<file path="src/rtl/trim_write_sequencer_if.sv">
`default_nettype none
// ---------------------------------------------------------------------------
// trim_write_sequencer_if : valid/ready + done write channel to the SPI master
// Revision 1.0
// ---------------------------------------------------------------------------
interface trim_write_sequencer_if;
  logic       spi_valid;
  logic       spi_ready;
  logic [7:0] spi_addr;
  logic [7:0] spi_wdata;
  logic       spi_done;

  modport master (
    output spi_valid,
    output spi_addr,
    output spi_wdata,
    input  spi_ready,
    input  spi_done
  );

  modport slave (
    input  spi_valid,
    input  spi_addr,
    input  spi_wdata,
    output spi_ready,
    output spi_done
  );
endinterface
`default_nettype wire

</file>
<file path="src/rtl/trim_write_sequencer.sv">
`default_nettype none
// ---------------------------------------------------------------------------
// trim_write_sequencer : seven ordered trim-register writes with gap/timeout
// Revision 1.0
// ---------------------------------------------------------------------------
module trim_write_sequencer #(
  parameter logic [7:0]  MBIT_CALIB     = 8'h2C,
  parameter logic [7:0]  BIAS_CALIB     = 8'h05,
  parameter logic [7:0]  CLK_CALIB      = 8'h15,
  parameter logic [7:0]  BPA_CALIB      = 8'h0C,
  parameter logic [7:0]  PU_CALIB       = 8'h88,
  parameter int unsigned GAP_CYCLES     = 16,
  parameter int unsigned TIMEOUT_CYCLES = 1024
) (
  input  logic                    clk,
  input  logic                    rst_n,
  input  logic                    start_i,
  output logic                    busy_o,
  output logic                    done_o,
  output logic                    err_o,
  output logic [2:0]              write_count_o,
  trim_write_sequencer_if.master  spi
);

  localparam int unsigned      TMO_W    = $clog2(TIMEOUT_CYCLES);
  localparam int unsigned      GAP_W    = (GAP_CYCLES > 1) ? $clog2(GAP_CYCLES) : 1;
  localparam logic [TMO_W-1:0] TMO_LAST = TMO_W'(TIMEOUT_CYCLES - 1);
  localparam logic [GAP_W-1:0] GAP_LAST = GAP_W'((GAP_CYCLES > 0) ? GAP_CYCLES - 1 : 0);
  localparam logic [2:0]       LAST_IDX = 3'd6;

  typedef enum logic [2:0] {
    S_IDLE      = 3'd0,
    S_REQ       = 3'd1,
    S_WAIT_DONE = 3'd2,
    S_GAP       = 3'd3,
    S_FINISH    = 3'd4
  } state_e;

  state_e           state_q;
  logic [2:0]       idx_q;
  logic [2:0]       wcnt_q;
  logic [TMO_W-1:0] tmo_q;
  logic [GAP_W-1:0] gap_q;
  logic             busy_q;
  logic             done_q;
  logic             err_q;
  logic             valid_q;
  logic [7:0]       addr_q;
  logic [7:0]       wdata_q;
  logic [2:0]       idx_d;

  // {address, value} of each write in issue order
  function automatic logic [15:0] entry(input logic [2:0] i);
    logic [15:0] e;
    e = {8'h09, PU_CALIB};
    case (i)
      3'd0:    e = {8'h03, MBIT_CALIB};
      3'd1:    e = {8'h04, BIAS_CALIB};
      3'd2:    e = {8'h05, BIAS_CALIB};
      3'd3:    e = {8'h06, CLK_CALIB};
      3'd4:    e = {8'h07, BPA_CALIB};
      3'd5:    e = {8'h08, BPA_CALIB};
      default: e = {8'h09, PU_CALIB};
    endcase
    return e;
  endfunction

  assign idx_d = idx_q + 3'd1;

  always_ff @(posedge clk or negedge rst_n) begin
    if (!rst_n) begin
      state_q <= S_IDLE;
      idx_q   <= 3'd0;
      wcnt_q  <= 3'd0;
      tmo_q   <= '0;
      gap_q   <= '0;
      busy_q  <= 1'b0;
      done_q  <= 1'b0;
      err_q   <= 1'b0;
      valid_q <= 1'b0;
      addr_q  <= 8'h00;
      wdata_q <= 8'h00;
    end else begin
      done_q <= 1'b0;
      case (state_q)
        S_IDLE: begin
          if (start_i) begin
            state_q            <= S_REQ;
            idx_q              <= 3'd0;
            wcnt_q             <= 3'd0;
            err_q              <= 1'b0;
            tmo_q              <= '0;
            busy_q             <= 1'b1;
            valid_q            <= 1'b1;
            {addr_q, wdata_q}  <= entry(3'd0);
          end
        end
        S_REQ: begin
          // An accept on the timeout edge still counts as an accept
          if (spi.spi_ready) begin
            state_q <= S_WAIT_DONE;
            valid_q <= 1'b0;
            tmo_q   <= tmo_q + 1'b1;
          end else if (tmo_q == TMO_LAST) begin
            state_q <= S_FINISH;
            valid_q <= 1'b0;
            err_q   <= 1'b1;
            done_q  <= 1'b1;
          end else begin
            tmo_q <= tmo_q + 1'b1;
          end
        end
        S_WAIT_DONE: begin
          if (spi.spi_done) begin
            wcnt_q <= wcnt_q + 3'd1;
            if (idx_q == LAST_IDX) begin
              state_q <= S_FINISH;
              done_q  <= 1'b1;
            end else if (GAP_CYCLES > 0) begin
              state_q <= S_GAP;
              gap_q   <= '0;
            end else begin
              state_q           <= S_REQ;
              idx_q             <= idx_d;
              tmo_q             <= '0;
              valid_q           <= 1'b1;
              {addr_q, wdata_q} <= entry(idx_d);
            end
          end else if (tmo_q == TMO_LAST) begin
            state_q <= S_FINISH;
            err_q   <= 1'b1;
            done_q  <= 1'b1;
          end else begin
            tmo_q <= tmo_q + 1'b1;
          end
        end
        S_GAP: begin
          if (gap_q == GAP_LAST) begin
            state_q           <= S_REQ;
            idx_q             <= idx_d;
            tmo_q             <= '0;
            valid_q           <= 1'b1;
            {addr_q, wdata_q} <= entry(idx_d);
          end else begin
            gap_q <= gap_q + 1'b1;
          end
        end
        S_FINISH: begin
          state_q <= S_IDLE;
          busy_q  <= 1'b0;
        end
        default: begin
          state_q <= S_IDLE;
          busy_q  <= 1'b0;
          valid_q <= 1'b0;
        end
      endcase
    end
  end

  assign busy_o        = busy_q;
  assign done_o        = done_q;
  assign err_o         = err_q;
  assign write_count_o = wcnt_q;
  assign spi.spi_valid = valid_q;
  assign spi.spi_addr  = addr_q;
  assign spi.spi_wdata = wdata_q;

endmodule
`default_nettype wire

</file>
<file path="src/flat_wrapper.sv">
// flat-port wrapper written by rule: the top's interface ports become plain ports
module trim_write_sequencer_flat 
#(
  parameter logic [7:0]  MBIT_CALIB     = 8'h2C,
  parameter logic [7:0]  BIAS_CALIB     = 8'h05,
  parameter logic [7:0]  CLK_CALIB      = 8'h15,
  parameter logic [7:0]  BPA_CALIB      = 8'h0C,
  parameter logic [7:0]  PU_CALIB       = 8'h88,
  parameter int unsigned GAP_CYCLES     = 16,
  parameter int unsigned TIMEOUT_CYCLES = 1024
)
  (clk, rst_n, start_i, busy_o, done_o, err_o, write_count_o, spi_spi_valid, spi_spi_addr, spi_spi_wdata, spi_spi_ready, spi_spi_done);
  trim_write_sequencer_if spi_i ();
  input  logic clk;
  input  logic rst_n;
  input  logic start_i;
  output logic busy_o;
  output logic done_o;
  output logic err_o;
  output logic [2:0] write_count_o;
  output wire logic [$bits(spi_i.spi_valid)-1:0] spi_spi_valid;
  output wire logic [$bits(spi_i.spi_addr)-1:0] spi_spi_addr;
  output wire logic [$bits(spi_i.spi_wdata)-1:0] spi_spi_wdata;
  input wire logic [$bits(spi_i.spi_ready)-1:0] spi_spi_ready;
  input wire logic [$bits(spi_i.spi_done)-1:0] spi_spi_done;
  assign spi_spi_valid = spi_i.spi_valid;
  assign spi_spi_addr = spi_i.spi_addr;
  assign spi_spi_wdata = spi_i.spi_wdata;
  assign spi_i.spi_ready = spi_spi_ready;
  assign spi_i.spi_done = spi_spi_done;
  trim_write_sequencer #(.MBIT_CALIB(MBIT_CALIB), .BIAS_CALIB(BIAS_CALIB), .CLK_CALIB(CLK_CALIB), .BPA_CALIB(BPA_CALIB), .PU_CALIB(PU_CALIB), .GAP_CYCLES(GAP_CYCLES), .TIMEOUT_CYCLES(TIMEOUT_CYCLES)) u_core (.clk(clk), .rst_n(rst_n), .start_i(start_i), .busy_o(busy_o), .done_o(done_o), .err_o(err_o), .write_count_o(write_count_o), .spi(spi_i));
endmodule
</file>
<file path="config.mk">
export PLATFORM = sky130hd
export DESIGN_NAME = trim_write_sequencer_flat
export DESIGN_NICKNAME = d
export VERILOG_FILES = /design/src/rtl/trim_write_sequencer_if.sv /design/src/rtl/trim_write_sequencer.sv /design/src/flat_wrapper.sv
export SDC_FILE = /design/constraint.sdc
export NUM_CORES = 1
export LEC_CHECK = 0
export CAP_MARGIN = 20
export CORE_AREA = 5 5 78 80
export DETAILED_ROUTE_END_ITERATION = 12
export DIE_AREA = 0 0 83 85
export HOLD_SLACK_MARGIN = 0.05
export MAX_ROUTING_LAYER = met4
export SYNTH_ARGS = -nofsm -noshare
export SYNTH_HDL_FRONTEND = slang
export SYNTH_SLANG_ARGS = --single-unit
</file>
<file path="constraint.sdc">
create_clock -name clk -period 2.7 [get_ports clk]
set_input_delay 0.27 -clock clk [delete_from_list [all_inputs] [get_ports clk]]
set_output_delay 0.27 -clock clk [all_outputs]
set_load 0.005 [all_outputs]
</file>
==> results.cfg <==
[hold_path]
hp-class = primary input to async pin

[critical_path]
r2r-start = u_core.idx_q[0]
r2r_slack_ps = 600
slowest_delay_ps = 490
cp_top_family = adder cells
cp_common_cell = ha_1
worstPathBufferInverterCount = 0
critPathArrivalTime_ps = 2240
path_cells = ha_1, ha_1, o21ai_0, nor4b_1, o21bai_1, a31oi_1
critPathMaxFanout = 7
cp.depth = 6
cp.required_ps = 2840
crit_start = u_core.idx_q[0]
cp-start-kind = flop
cp-end-kind = flop
critical_path_class = flop to flop
crit_path_top_delay_cell = nor4b_1
r2r_cells = 6

[global_route]
grt_usage_pct = 13.0
grt_pass1_vias = 1556
grt_start_max_net_pins = 38
antenna_found_initial = 0
grt-ovfl-total = 0
grt_pass1_wl_um = 7350

[timing]
finalSetupViolCount = 0
timing.fmax_ghz = 0.476
grt_setup_unrepaired = false
hold_violations = 0
setup_tns_ps = 0
drv_slew = 0
post-route-min-period_ps = 2100
fin_skew_ps = 7.45
slew_headroom_pct = 44.8
tightestPinTransition_ps = 822
fin_crit_sh_pct = 77.8
whs_ps = 64.4

[synth]
synthDistinctLibCells = 48
seq_area_frac_synth_pct = 45.1
synth-main-ff-cell = dfrtp_1
yosysWarnings = 0
synth-async-reset-ratio_pct = 100
synth_edf_count = 0
ys_seq_elements = 37
syn-cell-area_sq_mm = 0.00205
synth_area_per_cell_sq_um = 9.42
synth_cells = 218

[clock_tree]
cts_sinks = 37
clkTransAtPathRegs_ps = 70
cts_buffer_depth = 2
hold_buffers = 0
cts_buffers = 5
ctsResizeCount = 0
clkLatencyLatePin_ps = 280
h-tree-depth = 2
cts_setup_buffers = 0
cts_root_buffer = clkbuf_8
cts_tree = done

[place]
dp_cells = 303
place_area_sq_mm = 0.00228
routabilityCongestion = 0.806
dp_hpwl_um = 3080
port_buffers = 21

[floorplan]
die_w_um = 83
core_area_sq_mm = 0.00534
pin_count = 28
die_area_sq_mm = 0.00706
start_util_pct = 38.5
placementRows = 27
die_h_um = 85

[drt]
ant_nets = 0
dr.pass1.iters = 4
viasPerCell = 5.20
num_vias = 1611
wl_um = 4200
drt_iter0_markers = 122
wl_per_cell_um = 13.6
drcViolationCount = 0

[final_layout]
drive_above_1_share_pct = 6.30
area_delta_synth_final_pct = 15.2
antenna-diode-count = 0
final_nets = 253
final_cell_area_sq_mm = 0.00237
layoutNonFillerInstCount = 310

[pwr]
p_per_area_mw_per_mm2 = 772
p_leak_nw = 0.998
power.total_mw = 1.83
vdd_drop_max_v = 0.000598

[flow_run]
maxCapViolCount = 0

[run_status]
status = finished clean
==> layout by cell type (no fill, tap or decap), types with 2 or more instances in the layout <==
master and count:
a21o_1 4, a21oi_1 12, a22o_1 2, a31oi_1 3, a32o_1 2, and2_1 3
clkbuf_8 6, clkdlybuf4s50_1 20, conb_1 6, dfrtp_1 37, ha_1 10, inv_1 8
mux2_2 2, nand2_1 17, nand2b_1 6, nand3_1 9, nand4_1 2, nor2_1 20
nor3_1 6, nor3_2 2, nor3b_2 2, nor4_1 2, o21a_1 2, o21ai_0 16
o21ai_1 7, o31ai_1 3, or3_1 2, or3b_1 2, or4_1 3, xor2_1 2
==> layer usage <==
layer  GRT usage [%]  share of wire (%)
met4            3.57                1.2
met3            2.91                2.7
met5               -                  0
met1            16.6                 49
met2            20.7                 47
==> power by group <==
group	leakage, nW	switching [mW]	internal [mW]
Combinational	0.484	0.383	0.272
Clock	0.0443	0.186	0.203
Sequential	0.470	0.126	0.656
==> path summary, 6_finish.rpt <==
kind,to
setup / recovery,u_core.spi.spi_addr[1]
hold / removal,u_core.spi.spi_wdata[4]
setup reg to reg,u_core.spi.spi_addr[1]
hold reg to reg,u_core.spi.spi_addr[3]
max in group asynchronous,u_core.tmo_q[4]
min in group clk,u_core.spi.spi_addr[3]
==> flip-flops by register name, indices dropped and copies added, names as in the netlist <==
name and flops:
u_core.tmo_q 10, u_core.spi.spi_wdata 6, u_core.gap_q 4, u_core.spi.spi_addr 4
u_core.idx_q 3, u_core.state_q 3, u_core.write_count_o 3, u_core.busy_o 1
u_core.done_o 1, u_core.err_o 1, u_core.spi.spi_valid 1
==> cell type report <==
| class | count | area, sq um |
|---|---|---|
| fillers | 556 | 2970 |
| multi-input cells | 164 | 1020 |
| clock buffers | 7 | 86.3 |
| repair buffers | 22 | 213 |
| inverters | 8 | 30.0 |
| well taps | 72 | 90.1 |
| flip-flops and latches | 37 | 926 |
==> synthesized netlist by cell type, drive strengths merged, types with 2 or more instances <==
cell type | instances | area share, %
clkbuf | 2 | 0.37
a22o | 2 | 0.85
nand2 | 17 | 3.1
nor4 | 2 | 0.61
nor3b | 3 | 1.6
nor3 | 8 | 2.4
nand3 | 9 | 2.2
ha | 10 | 6.1
a21o | 4 | 1.5
xor2 | 2 | 0.85
o21ai | 23 | 5.6
or3b | 2 | 0.85
or4 | 3 | 1.1
buf | 12 | 4.3
nor2 | 20 | 3.7
nand4 | 2 | 0.61
dfrtp | 37 | 45
a31oi | 3 | 0.91
a21oi | 12 | 2.9
and2 | 3 | 0.91
o31ai | 4 | 1.7
inv | 8 | 1.5
or3 | 2 | 0.61
mux2 | 2 | 1.1
nand2b | 6 | 1.8
a32o | 2 | 0.98
o21a | 2 | 0.73
==> logic make-up after synthesis <==
family | after synthesis | synth area share (%)
AOI/OAI and AO/OA | 63 | 19.7
xor gates and xnor gates | 2 | 0.853
adders and majority gates | 10 | 6.09
buffers and inverters | 22 | 6.09
DFF | 37 | 45.1
muxes | 2 | 1.10
other | 1 | 0.183
and+or+nand+nor | 81 | 20.8
==> metrics by stage <==
step | util [%] | setup WS [ps]
2_1_floorplan | - | 908
3_3_place_gp | 42.7 | 614
3_5_place_dp | 42.7 | 583
4_1_cts | 44.3 | 588
5_1_grt | 44.3 | 379
6_report | 44.3 | 600
Note: power is estimated with default switching activity, not from simulation.
